--- src/rtl/carry_bypass_pipe_if.sv ---
// carry_bypass_pipe_if
//   Groups the operand-side and result-side handshakes of carry_bypass_pipe.
//   Signals:
//     in_valid / in_ready   operand handshake (A, B, Cin, Sub travel with it)
//     out_valid / out_ready result handshake (S, Cout, Ovf travel with it)
//   Modports:
//     master : the side that supplies operands and consumes results
//     slave  : the adder pipeline itself
interface carry_bypass_pipe_if #(
  parameter int WIDTH = 32
);
  logic             in_valid;
  logic             in_ready;
  logic [WIDTH-1:0] A;
  logic [WIDTH-1:0] B;
  logic             Cin;
  logic             Sub;
  logic             out_valid;
  logic             out_ready;
  logic [WIDTH-1:0] S;
  logic             Cout;
  logic             Ovf;

  modport master (
    output in_valid, A, B, Cin, Sub, out_ready,
    input  in_ready, out_valid, S, Cout, Ovf
  );

  modport slave (
    input  in_valid, A, B, Cin, Sub, out_ready,
    output in_ready, out_valid, S, Cout, Ovf
  );
endinterface

--- src/rtl/carry_bypass_pipe.sv ---
// carry_bypass_pipe
//   Pipelined carry-bypass adder/subtractor. The WIDTH-bit operands are cut
//   into BLK-bit blocks; BPS blocks are evaluated per stage and the carry
//   between groups is registered, so the pipeline is L = WIDTH/BLK/BPS deep.
//   Full valid/ready back-pressure; stalled stages hold, bubbles compress.
// Ports:
//   clk, rst        clock, synchronous active-high reset
//   bus (slave)     in_valid/in_ready/A/B/Cin/Sub, out_valid/out_ready/S/Cout/Ovf
//   bypass_cnt      (only with CARRY_BYPASS_STATS_EN) saturating count of
//                   bypassed blocks over all accepted results
// Optional feature macro: CARRY_BYPASS_STATS_EN
module carry_bypass_pipe #(
  parameter int WIDTH = 32,
  parameter int BLK   = 8,
  parameter int BPS   = 1
) (
  input logic               clk,
  input logic               rst,
  carry_bypass_pipe_if.slave bus
`ifdef CARRY_BYPASS_STATS_EN
  ,
  output logic [31:0]       bypass_cnt
`endif
);
  localparam int NBLK = WIDTH / BLK;
  localparam int L    = NBLK / BPS;
  localparam int CW   = $clog2(NBLK + 1);

  if ((WIDTH % BLK) != 0 || (NBLK % BPS) != 0) begin : g_bad_param
    $error("carry_bypass_pipe: WIDTH must be a multiple of BLK*BPS");
  end

  // Running state of one operation as it walks down the pipe.
  typedef struct packed {
    logic [WIDTH-1:0] sum;  // sum bits of the groups processed so far
    logic             c;    // carry into the next group
    logic             cm;   // carry into the MSB, for overflow
    logic [CW-1:0]    pc;   // number of blocks whose carry was bypassed
  } acc_t;

  // Evaluate group g (blocks g*BPS .. g*BPS+BPS-1) on top of acc_in.
  function automatic acc_t grp_eval(input logic [WIDTH-1:0] a,
                                    input logic [WIDTH-1:0] b,
                                    input acc_t             acc_in,
                                    input int               g);
    acc_t r;
    logic rc;
    logic x;
    logic p;
    int   bi;
    r = acc_in;
    for (int j = 0; j < BPS; j++) begin
      rc = r.c;
      p  = 1'b1;
      for (int i = 0; i < BLK; i++) begin
        bi = (g * BPS + j) * BLK + i;
        x  = a[bi] ^ b[bi];
        r.sum[bi] = x ^ rc;
        if (bi == WIDTH - 1) r.cm = rc;
        rc = (a[bi] & b[bi]) | (x & rc);
        p  = p & x;
      end
      // When every bit propagates, the block's carry-in skips the ripple.
      r.c  = p ? r.c : rc;
      r.pc = r.pc + CW'(p);
    end
    return r;
  endfunction

  logic [L-1:0]     v_q;
  logic [L-1:0]     adv;
  logic             rdy_chain;
  acc_t             acc_q [L];
  acc_t             acc_d [L];
  acc_t             acc_in0;
  logic [WIDTH-1:0] a_q   [L];
  logic [WIDTH-1:0] b_q   [L];
  logic [WIDTH-1:0] beff;
  logic             c0;

  assign beff = bus.Sub ? ~bus.B : bus.B;
  assign c0   = bus.Sub | bus.Cin;

  // adv[k] = !v[k] | adv[k+1], flattened so it does not feed back on itself.
  always_comb begin
    adv       = '0;
    rdy_chain = bus.out_ready;
    for (int k = L - 1; k >= 0; k--) begin
      rdy_chain = rdy_chain | ~v_q[k];
      adv[k]    = rdy_chain;
    end
  end

  always_comb begin
    acc_in0   = '0;
    acc_in0.c = c0;
  end

  always_comb begin
    acc_d[0] = grp_eval(bus.A, beff, acc_in0, 0);
    for (int k = 1; k < L; k++) begin
      acc_d[k] = grp_eval(a_q[k-1], b_q[k-1], acc_q[k-1], k);
    end
  end

  // Stage boundary: valid bits (the only reset state of the pipe)
  always_ff @(posedge clk) begin
    if (rst) begin
      v_q <= '0;
    end else begin
      if (adv[0]) v_q[0] <= bus.in_valid;
      for (int k = 1; k < L; k++) begin
        if (adv[k]) v_q[k] <= v_q[k-1];
      end
    end
  end

  // Stage boundary: data, held whenever the stage cannot advance
  always_ff @(posedge clk) begin
    if (adv[0]) begin
      acc_q[0] <= acc_d[0];
      a_q[0]   <= bus.A;
      b_q[0]   <= beff;
    end
    for (int k = 1; k < L; k++) begin
      if (adv[k]) begin
        acc_q[k] <= acc_d[k];
        a_q[k]   <= a_q[k-1];
        b_q[k]   <= b_q[k-1];
      end
    end
  end

  assign bus.in_ready  = adv[0];
  assign bus.out_valid = v_q[L-1];
  assign bus.S         = v_q[L-1] ? acc_q[L-1].sum : '0;
  assign bus.Cout      = v_q[L-1] & acc_q[L-1].c;
  assign bus.Ovf       = v_q[L-1] & (acc_q[L-1].c ^ acc_q[L-1].cm);

  // Operand copies in the last stage have no consumer.
  logic unused_tail;
  assign unused_tail = ^{a_q[L-1], b_q[L-1]};

`ifdef CARRY_BYPASS_STATS_EN
  function automatic logic [31:0] sat_add(input logic [31:0]   x,
                                          input logic [CW-1:0] d);
    logic [32:0] s;
    s = {1'b0, x} + 33'(d);
    return s[32] ? 32'hFFFF_FFFF : s[31:0];
  endfunction

  logic [31:0] cnt_q;

  always_ff @(posedge clk) begin
    if (rst) begin
      cnt_q <= '0;
    end else if (v_q[L-1] & bus.out_ready) begin
      cnt_q <= sat_add(cnt_q, acc_q[L-1].pc);
    end
  end

  assign bypass_cnt = cnt_q;
`else
  logic unused_pc;
  assign unused_pc = ^acc_q[L-1].pc;
`endif
endmodule

--- src/flat_wrapper.sv ---
// flat-port wrapper written by rule: the top's interface ports become plain ports
module carry_bypass_pipe_flat 
#(
  parameter int WIDTH = 32,
  parameter int BLK   = 8,
  parameter int BPS   = 1
)
  (clk, rst, bus_in_valid, bus_A, bus_B, bus_Cin, bus_Sub, bus_out_ready, bus_in_ready, bus_out_valid, bus_S, bus_Cout, bus_Ovf);
  carry_bypass_pipe_if #(.WIDTH(WIDTH)) bus_i ();
  input logic clk;
  input logic rst;
  input wire logic [$bits(bus_i.in_valid)-1:0] bus_in_valid;
  input wire logic [$bits(bus_i.A)-1:0] bus_A;
  input wire logic [$bits(bus_i.B)-1:0] bus_B;
  input wire logic [$bits(bus_i.Cin)-1:0] bus_Cin;
  input wire logic [$bits(bus_i.Sub)-1:0] bus_Sub;
  input wire logic [$bits(bus_i.out_ready)-1:0] bus_out_ready;
  output wire logic [$bits(bus_i.in_ready)-1:0] bus_in_ready;
  output wire logic [$bits(bus_i.out_valid)-1:0] bus_out_valid;
  output wire logic [$bits(bus_i.S)-1:0] bus_S;
  output wire logic [$bits(bus_i.Cout)-1:0] bus_Cout;
  output wire logic [$bits(bus_i.Ovf)-1:0] bus_Ovf;
  assign bus_i.in_valid = bus_in_valid;
  assign bus_i.A = bus_A;
  assign bus_i.B = bus_B;
  assign bus_i.Cin = bus_Cin;
  assign bus_i.Sub = bus_Sub;
  assign bus_i.out_ready = bus_out_ready;
  assign bus_in_ready = bus_i.in_ready;
  assign bus_out_valid = bus_i.out_valid;
  assign bus_S = bus_i.S;
  assign bus_Cout = bus_i.Cout;
  assign bus_Ovf = bus_i.Ovf;
  carry_bypass_pipe #(.WIDTH(WIDTH), .BLK(BLK), .BPS(BPS)) u_core (.clk(clk), .rst(rst), .bus(bus_i));
endmodule
--- config.mk ---
export PLATFORM = sky130hd
export DESIGN_NAME = carry_bypass_pipe_flat
export DESIGN_NICKNAME = d
export VERILOG_FILES = /design/src/rtl/carry_bypass_pipe_if.sv /design/src/rtl/carry_bypass_pipe.sv /design/src/flat_wrapper.sv
export SDC_FILE = /design/constraint.sdc
export NUM_CORES = 1
export LEC_CHECK = 0
export CORE_ASPECT_RATIO = 0.75
export CORE_MARGIN = 2
export CORE_UTILIZATION = 47
export CTS_CLUSTER_SIZE = 30
export DETAILED_ROUTE_END_ITERATION = 10
export PLACE_DENSITY = 0.74
export SYNTH_ARGS = -nofsm -noshare
export SYNTH_HDL_FRONTEND = slang
export SYNTH_SLANG_ARGS = --single-unit
--- constraint.sdc ---
create_clock -name clk -period 6.79 [get_ports clk]
set_clock_uncertainty 0.2 [all_clocks]
set_input_delay 2.037 -clock clk [delete_from_list [all_inputs] [get_ports clk]]
set_output_delay 2.037 -clock clk [all_outputs]
set_load 0.1 [all_outputs]
# --- After elaboration in Yosys (flattened, before gate mapping) ---
# Memories as Yosys holds them, arrays and structs flattened.
# Cells that the tools add are included.
totals:
  regBits: 4
  mem_bits_rw: 404
  input_bits: 70
  out_inout_bits: 36
  word_cells: 225
  mem_count: 3
classes:
  addsub: 3
  n_mux: 14
  bitwise_logic: 201
mem_list:
  columns: ["memory", "words", "word_bits", "read_ports", "rd_ports_with_merged_regs", "write_ports", "line", "text"]
  rows:
  - ["u_core.acc_q", 4, 37, 4, 0, 4, "carry_bypass_pipe.sv:73", "acc_t acc_q [L];"]
  - ["u_core.a_q", 4, 32, 3, 0, 4, "carry_bypass_pipe.sv:76", "logic [WIDTH-1:0] a_q [L];"]
  - ["u_core.b_q", 4, 32, 3, 0, 4, "carry_bypass_pipe.sv:77", "logic [WIDTH-1:0] b_q [L];"]
ops:
  columns: ["op", "n"]
  rows:
  - ["$and A1 B1 Y1", 94]
  - ["$xor A1 B1 Y1", 65]
  - ["$mux W32", 2]
  - ["$or A1 B1 Y1", 37]
  - ["$not A32 Y32", 1]
  - ["$mux W1", 12]
  - ["$add A3 B1 Y3", 3]
  - ["$not A1 Y1", 4]

# --- Logic depth before layout (Yosys ltp) ---
# Gate-level depths: netlist of run 1.
depth:
  ltp_word: 20
  ltp_mapped: 14
  depth_no_buf: 14

# --- Least setup slack after synthesis of run 1 ---
# No wires, ideal clock.
synth_timing:
  path_type: "input to output"
  start: "input port bus_out_ready"
  end: "output port bus_in_ready"
  t_arrival_ns: 4.085
  t_required_ns: 4.553
  path_slack_ns: 0.468
  cell_stages: 2
  n_path_buf: 0
  path_cell_list: "and4b_1 > nand2_1"
synth_via:
  elab_chain_cells: 4
synth_rtl:
  columns: ["element", "line", "text"]
  rows:
  - ["start: declaration", "flat_wrapper.sv:17", "input wire logic [$bits(bus_i.out_ready)-1:0] bus_out_ready;"]
  - ["$or A1 B1 Y1 (4 in a row)", "carry_bypass_pipe.sv:89", "rdy_chain = rdy_chain | ~v_q[k];"]
  - ["end: declaration", "flat_wrapper.sv:18", "output wire logic [$bits(bus_i.in_ready)-1:0] bus_in_ready;"]
# No other way between the ends.

==> summary.md, run 1 <==
| Metric | Value |
|---|---|
| Status | completed |
| Global route overflow | 0 |
| Main synth FF type | edfxtp_1 |
| CP Capture Point | u_core.acc_q[0][12]$_DFFE_PP_ |
| Power per Cell Area | 295.1 mW/mm^2 |
| Count of final hold-check violations | 0 |
| CTS H-tree lvls | 4 |
| P_leak | 3.674 nW |
| Starting DRT DRC Count | 145 |
| Initial antenna violation count | 0 |
| Pin count of the biggest net entering global routing | between 50 and 60 |
| Slew Viols, Final | 0 |
| Most frequent cell after synthesis | edfxtp_1 |
| Final setup viols | 0 |
| Final worst path period share | 86.67% |
| Slowest-stage cell, CP | clkdlybuf4s50_1 |
| Worst-case clock buffer depth | 2 |
| Data required, critical path | 6.76 ns |
| Path depth of the worst reg2reg path | 12 |
| Post-CTS Setup Bufs | 0 |
| HP Class | reg2reg |
| CTS resizes | 0 |
| Core Rows | 39 |
| Layout area overhead | 25.13% |
| Die width | ~150 um |
| Yosys top cell by area | edfxtp_1 |
| Dpl hpwl | 7343 um |
| Max Cap Violations | 0 |
| Most frequent CP cell | fa_1 |
| Fin Setup TNS | 0 ns |
| Seq/Total Area, Yosys | 73.86% |
| CTS tree | yes |
| Critical Path AT | 5.85 ns |
| Yosys reg bits | 185 |
| Commonest cells post-synth | edfxtp_1 (181), inv_1 (50), and2_1 (34) |
| Initial Utilization | 48.58% |
| FF-to-FF End | u_core.acc_q[1][20]$_DFFE_PP_ |
| Largest cells by area after synthesis | edfxtp_1 (73%), fa_1 (8.6%), ha_1 (5.4%), xor2_1 (3.9%), and2_1 (2.8%) |
| Cts hold-fix bufs | 0 |
| Via/cell ratio | between 4 and 5 |
| Port bufs | 105 |
| Routed WL | 10590 um |
| YS warnings | 0 |
| First-pass GRT wire length | 17000 um |
| Critical path class | in2reg |
| Synth Instances | 402 |
| Total die area | 0.01692 mm^2 |
| DRT Pass-1 Iters | 4 |
| Worst vdd ir | 204.5 uV |
| Ys async rst share | 0% |
| Synth top area share | 72.79% |
| Nets | ~660 |
| Crit-path max cell delay | 0.47 ns |
| Via count of the first global-routing pass | between 3000 and 4000 |
| Worst skew pair latency | 0.42 ns |
| Core footprint | 0.01537 mm^2 |
| Slew margin rel. | 32.24% |
| Routability congestion estimate | roughly 0.74 |
| Crit Path Max Fanout | 2 |
| Period minus WS final | 5.885 ns |
| Worst Setup End Kind | flop |
| Critical Path Source | bus_B[0] |
| IO Pins | roughly 110 |
| Util after Layout | 60.79% |
| N_diodes | 0 |
| GRT Total Usage | ~14% |
| Synth unique cells | 21 |
| Mapped Avg Cell Area | 18.58 um^2 |
| Post-synth EDFFs | ~180 |
| Antenna-violating nets left | 0 |
| Syn Nets | 536 |
| Cell Area, Synth | 0.007467 mm^2 |
| Tightest Pin Transition | 1.015 ns |
| Die H | 113.2 um |
| Reg-to-reg slack, setup | between 2 and 2.5 ns |
| Crit-path cells | clkdlybuf4s50_1, xor2_1, fa_1, inv_1, fa_1, fa_1, fa_1, fa_1, fa_1, fa_1, inv_1, fa_1 |
| Root buf cell | clkbuf_16 |
| Worst reg2reg startpoint | u_core.acc_q[0][4]$_DFFE_PP_ |
| Worst-path clk slew | 0.07 ns |
| DR WL/cell | 14.30 um |
| TritonCTS Buffers | 17 |
| # DRC | 0 |
| FMAX | between 0.15 and 0.2 GHz |
| Layout cells sized above 1 | 7.290% |
| Worst setup SP type | primary input |
| Vias | between 3000 and 4000 |
| Clk sinks | 185 |
| RSZ-0062 raised after global routing | no |
-- metrics by stage --
stage          power [W]  setup WS [ns]  instance area [um^2]  instances  hold slack [ns]
2_1_floorplan   0.001699         0.4682                  7467        402           0.2003
5_1_grt         0.002885         0.7036                  9344        740           0.2211
3_3_place_gp    0.001795         0.5357                  8746        708           0.2015
3_5_place_dp    0.001816         0.4484                  8746        708           0.2045
4_1_cts         0.002796         0.9115                  9344        740           0.2173
6_report        0.002757         0.9052                  9344        740           0.2159
-- cell usage in the layout, fill, tap and decap left out, types with 2 or more instances in the layout --
cell type,n
buf_4,4
nor2_1,9
clkdlybuf4s50_1,103
nand4_1,8
nand2_2,2
edfxtp_1,181
mux2i_1,2
ha_1,32
fa_1,32
bufinv_16,2
and2_1,34
clkbuf_16,17
inv_6,2
a21oi_1,2
clkinv_4,6
inv_1,49
xor2_1,33
dfxtp_1,4
-- power breakdown --
part	total (W)	switching [W]	internal, W
registers	0.00155	0.0000591	0.00149
logic	0.000230	0.000125	0.000105
clock network	0.000973	0.000422	0.000552
total	0.00276	0.000606	0.00215
-- worst min-delay path by stage --
stage / end / cells past startpoint / startpoint / slack, ns
floorplan: u_core.a_q[1][16]$_DFFE_PP_ / 0 / u_core.a_q[0][16]$_DFFE_PP_ / 0.20
global placement: u_core.b_q[1][29]$_DFFE_PP_ / 0 / u_core.b_q[0][29]$_DFFE_PP_ / 0.20
detailed placement: u_core.a_q[1][25]$_DFFE_PP_ / 0 / u_core.a_q[0][25]$_DFFE_PP_ / 0.20
CTS: u_core.acc_q[3][17]$_DFFE_PP_ / 0 / u_core.acc_q[2][17]$_DFFE_PP_ / 0.22
global route: u_core.acc_q[3][17]$_DFFE_PP_ / 0 / u_core.acc_q[2][17]$_DFFE_PP_ / 0.22
finish: u_core.acc_q[3][17]$_DFFE_PP_ / 0 / u_core.acc_q[2][17]$_DFFE_PP_ / 0.22
-- registers in the layout, indices dropped and copies added (netlist names) --
register	cells
u_core.v_q	4
u_core.b_q	48
u_core.a_q	48
u_core.acc_q	85
-- layout make-up --
type	count	area, um^2
clock inverter	14	168.9
clock buffer	18	429.2
inverter	50	187.7
sequential	185	5515
fill	1130	6027
tap	205	256.5
timing repair buffer	108	1066
multi-input combinational	160	1720
-- routing by layer --
layer | wire length (um) | vias to the layer above | track usage, %
met4 | 74 | 0 | 4.762
met3 | 512 | 7 | 5.121
met2 | 5495 | 76 | 23.61
li1 | - | 1625 | -
met5 | 0 | - | 0
met1 | 4501 | 1563 | 16.37
-- logic make-up after synthesis --
kind of cell / after synthesis / synth area share, %
AND/OR/NAND/NOR: 56 / 4.390
multiplexers: 3 / 0.4691
adder cells (fa/ha/maj): 64 / 13.94
buffers and inverters: 57 / 3.167
XOR/XNOR: 33 / 3.871
AO/OA/AOI/OAI: 4 / 0.3016
flip-flops: 185 / 73.86
-- critical path, delay by kind of cell --
kind	cells	cell delay, ns
XOR/XNOR	1	0.25
buffers and inverters	3	0.59
adder cells (fa/ha/maj)	8	2.97
(Power assumes the default switching activity.)
==> inputs of run 2 (changes only) <==
- SLEW_MARGIN: not set -> 5
==> results of run 2 <==
No change in the layout: final DEF, timing and power equal those of run 1.
==> inputs of run 3 (changes only) <==
- PLACE_DENSITY: 0.74 -> 0.7
==> run 3 against run 2 <==
Sequential cell count unchanged. Utilization rose by 0.057 points. Worst hold slack worse by 0.0041 ns. First-iteration DRC count is 77% higher. Sequential power is essentially flat. Largest power group unchanged.
==> summary.md, run 3 (synthesized netlist as in run 1, its figures left out) <==
| Metric | Value |
|---|---|
| Status | completed (unchanged) |
| Most frequent CP cell | fa_1 (unchanged) |
| Max Cap Violations | 0 (unchanged) |
| Family with the most delay on the worst path | adder cells (unchanged) |
| Crit-path max cell delay | 0.47 ns (about the same) |
| Die width | 149.5 um (unchanged) |
| Worst-path clk slew | 0.07 ns (about the same) |
| Biggest register | u_core.acc_q (unchanged) |
| Critical Path Source | bus_B[0] (unchanged) |
| Fill count | 1152 (was 1130) |
| Worst skew pair latency | 0.42 ns (about the same) |
| Via/cell ratio | 4.498 (was 4.420) |
| Hold_sp | u_core.acc_q[2][28]$_DFFE_PP_ (was u_core.acc_q[2][17]$_DFFE_PP_) |
| Count of final hold-check violations | 0 (unchanged) |
| Cell area after layout | 0.009353 mm^2 (was 0.009344 mm^2) |
| Layout area overhead | 25.25% (was 25.13%) |
| Global route overflow | 0 (unchanged) |
| GRT Total Usage | 14.14% (was 13.88%) |
| First-pass GRT wire length | 17390 um (was 17000 um) |
| Core footprint | 0.01537 mm^2 (unchanged) |
| DRT Pass-1 Iters | 4 (unchanged) |
| Worst reg2reg startpoint | u_core.b_q[1][16]$_DFFE_PP_ (was u_core.acc_q[0][4]$_DFFE_PP_) |
| N_diodes | 0 (unchanged) |
| Worst path buffer plus inverter count | 3 (unchanged) |
| # DRC | 0 (unchanged) |
| Critical path depth in cells | 12 (unchanged) |
| Port bufs | 105 (unchanged) |
| Hold path depth | 0 (unchanged) |
| Initial antenna violation count | 0 (unchanged) |
| Die H | 113.2 um (unchanged) |
| Data required, critical path | 6.74 ns (was 6.76 ns) |
| Pin count of the biggest net entering global routing | 58 (unchanged) |
| Total die area | 0.01692 mm^2 (unchanged) |
| Crit-path cells | clkdlybuf4s50_1, xor2_1, fa_1, inv_1, fa_1, fa_1, fa_1, fa_1, fa_1, fa_1, inv_1, fa_1 (unchanged) |
| Dpl hpwl | 7735 um (was 7343 um) |
| Worst-case clock buffer depth | 2 (unchanged) |
| Period minus WS final | 5.904 ns (was 5.885 ns) |
| Vias | 3333 (was 3271) |
| Routed WL | 10910 um (was 10590 um) |
| Starting DRT DRC Count | 256 (was 145) |
| IO Pins | 106 (unchanged) |
| FF-to-FF End | u_core.acc_q[2][28]$_DFFE_PP_ (was u_core.acc_q[1][20]$_DFFE_PP_) |
| HP Class | reg2reg (unchanged) |
| TritonCTS Buffers | 17 (unchanged) |
| Initial Utilization | 48.58% (unchanged) |
| Worst vdd ir | 172.8 uV (was 204.5 uV) |
| RSZ-0062 raised after global routing | no (unchanged) |
| Largest regs | u_core.acc_q (85), u_core.a_q (48), u_core.b_q (48) (unchanged) |
| Core Rows | 39 (unchanged) |
| Nets | 657 (was 656) |
| Antenna-violating nets left | 0 (unchanged) |
| Via count of the first global-routing pass | 3569 (was 3460) |
| Final setup viols | 0 (unchanged) |
| Path depth of the worst reg2reg path | 12 (unchanged) |
| CTS H-tree lvls | 4 (unchanged) |
| Worst setup SP type | primary input (unchanged) |
| Placement-stage worst setup slack | 0.4344 ns (was 0.4484 ns) |
| Final worst path period share | 86.96% (was 86.67%) |
| Routability congestion estimate | 0.7755 (was 0.7426) |
| Fin Setup TNS | 0 ns (unchanged) |
| Final hold slack | 0.2117 ns (was 0.2159 ns) |
| Root buf cell | clkbuf_16 (unchanged) |
| Reg-to-reg slack, setup | 2.24 ns (was 2.42 ns) |
| Largest register FFs | 85 (unchanged) |
| P_leak | 3.678 nW (was 3.674 nW) |
| Clk sinks | 185 (unchanged) |
| Cts hold-fix bufs | 0 (unchanged) |
| Layout cells sized above 1 | 7.276% (was 7.290%) |
| Critical Path AT | 5.86 ns (was 5.85 ns) |
| Tightest Pin Transition | 1.037 ns (was 1.015 ns) |
| Slew Viols, Final | 0 (unchanged) |
| Critical path class | in2reg (unchanged) |
| Worst setup margin | 0.8857 ns (was 0.9052 ns) |
| FMAX | 0.1694 GHz (was 0.1699 GHz) |
| Power per Cell Area | 294.2 mW/mm^2 (was 295.1 mW/mm^2) |
| Commonest non-fill, non-tap cell in the layout | edfxtp_1 (unchanged) |
| DR WL/cell | 14.73 um (was 14.30 um) |
| Hold EP | u_core.acc_q[3][28]$_DFFE_PP_ (was u_core.acc_q[3][17]$_DFFE_PP_) |
| CTS tree | yes (unchanged) |
| Slew margin rel. | 30.78% (was 32.24%) |
| Most frequent cells in the layout | edfxtp_1 (181), clkdlybuf4s50_1 (103), inv_1 (49), and2_1 (34), xor2_1 (33) (unchanged) |
| Slowest-stage cell, CP | clkdlybuf4s50_1 (unchanged) |
| CTS resizes | 0 (unchanged) |
| Post-DP Area | 0.008766 mm^2 (was 0.008746 mm^2) |
| Post-CTS Setup Bufs | 0 (unchanged) |
| Worst Setup End Kind | flop (unchanged) |
| Crit Path Max Fanout | 2 (unchanged) |
[run 3: cell types whose count changed in the layout (fill, tap and decap cells not counted), moves of 2 or more]
| cell | previous run | this run |
|---|---|---|
| clkinv_4 | 6 | 2 |
| clkinv_2 | 0 | 4 |
| inv_6 | 2 | 0 |
| clkinvlp_4 | 1 | 3 |
[run 3: final cells by class]
class | count | area [um^2] | share of cell area, %
clock buffer | 19 | 432.9 | 4.629
clock inverter | 13 | 153.9 | 1.645
inverter | 50 | 187.7 | 2.007
multi-input combinational | 160 | 1720 | 18.39
sequential | 185 | 5515 | 58.97
tap | 205 | 256.5 | 2.742
timing repair buffer | 109 | 1086 | 11.61
[run 3: per-stage QoR]
step	power [W]	std cells	util, %
after global placement	0.001794	709	57.03
after detailed placement	0.001819	709	57.03
final	0.002751	741	60.85
after floorplan	0.001699	402	-
after global routing	0.002879	741	60.85
after CTS	0.002785	741	60.85
[run 3: worst register-to-register path: cells and delay by family, from the launching register on]
family                   cells  cell delay [ns]
buffers and inverters        4             0.34
flip-flops                   1             0.40
adder cells (fa/ha/maj)      8             3.49
[run 3: how the worst max path moves through the flow]
stage	end	slack, ns
after floorplan	bus_in_ready	0.47
after global placement	u_core.acc_q[0][12]$_DFFE_PP_	0.53
after detailed placement	u_core.acc_q[0][12]$_DFFE_PP_	0.43
after CTS	u_core.acc_q[0][12]$_DFFE_PP_	0.88
after global routing	u_core.acc_q[0][12]$_DFFE_PP_	0.74
final	u_core.acc_q[0][12]$_DFFE_PP_	0.89
[run 3: routing by layer]
layer / vias up / GRT usage (%) / part of all wire (%)
met5: - / 0 / 0
met4: 0 / 5.206 / 0.93
met3: 8 / 5.242 / 4.9
met2: 78 / 24.07 / 52
met1: 1627 / 16.49 / 42
li1: 1620 / - / -
[run 3: power breakdown]
group	switching (W)	internal [W]	leakage (nW)	total [W]
sequential	0.0000588	0.00150	1.95	0.00155
combinational	0.000126	0.000105	1.45	0.000231
clock	0.000391	0.000575	0.280	0.000966
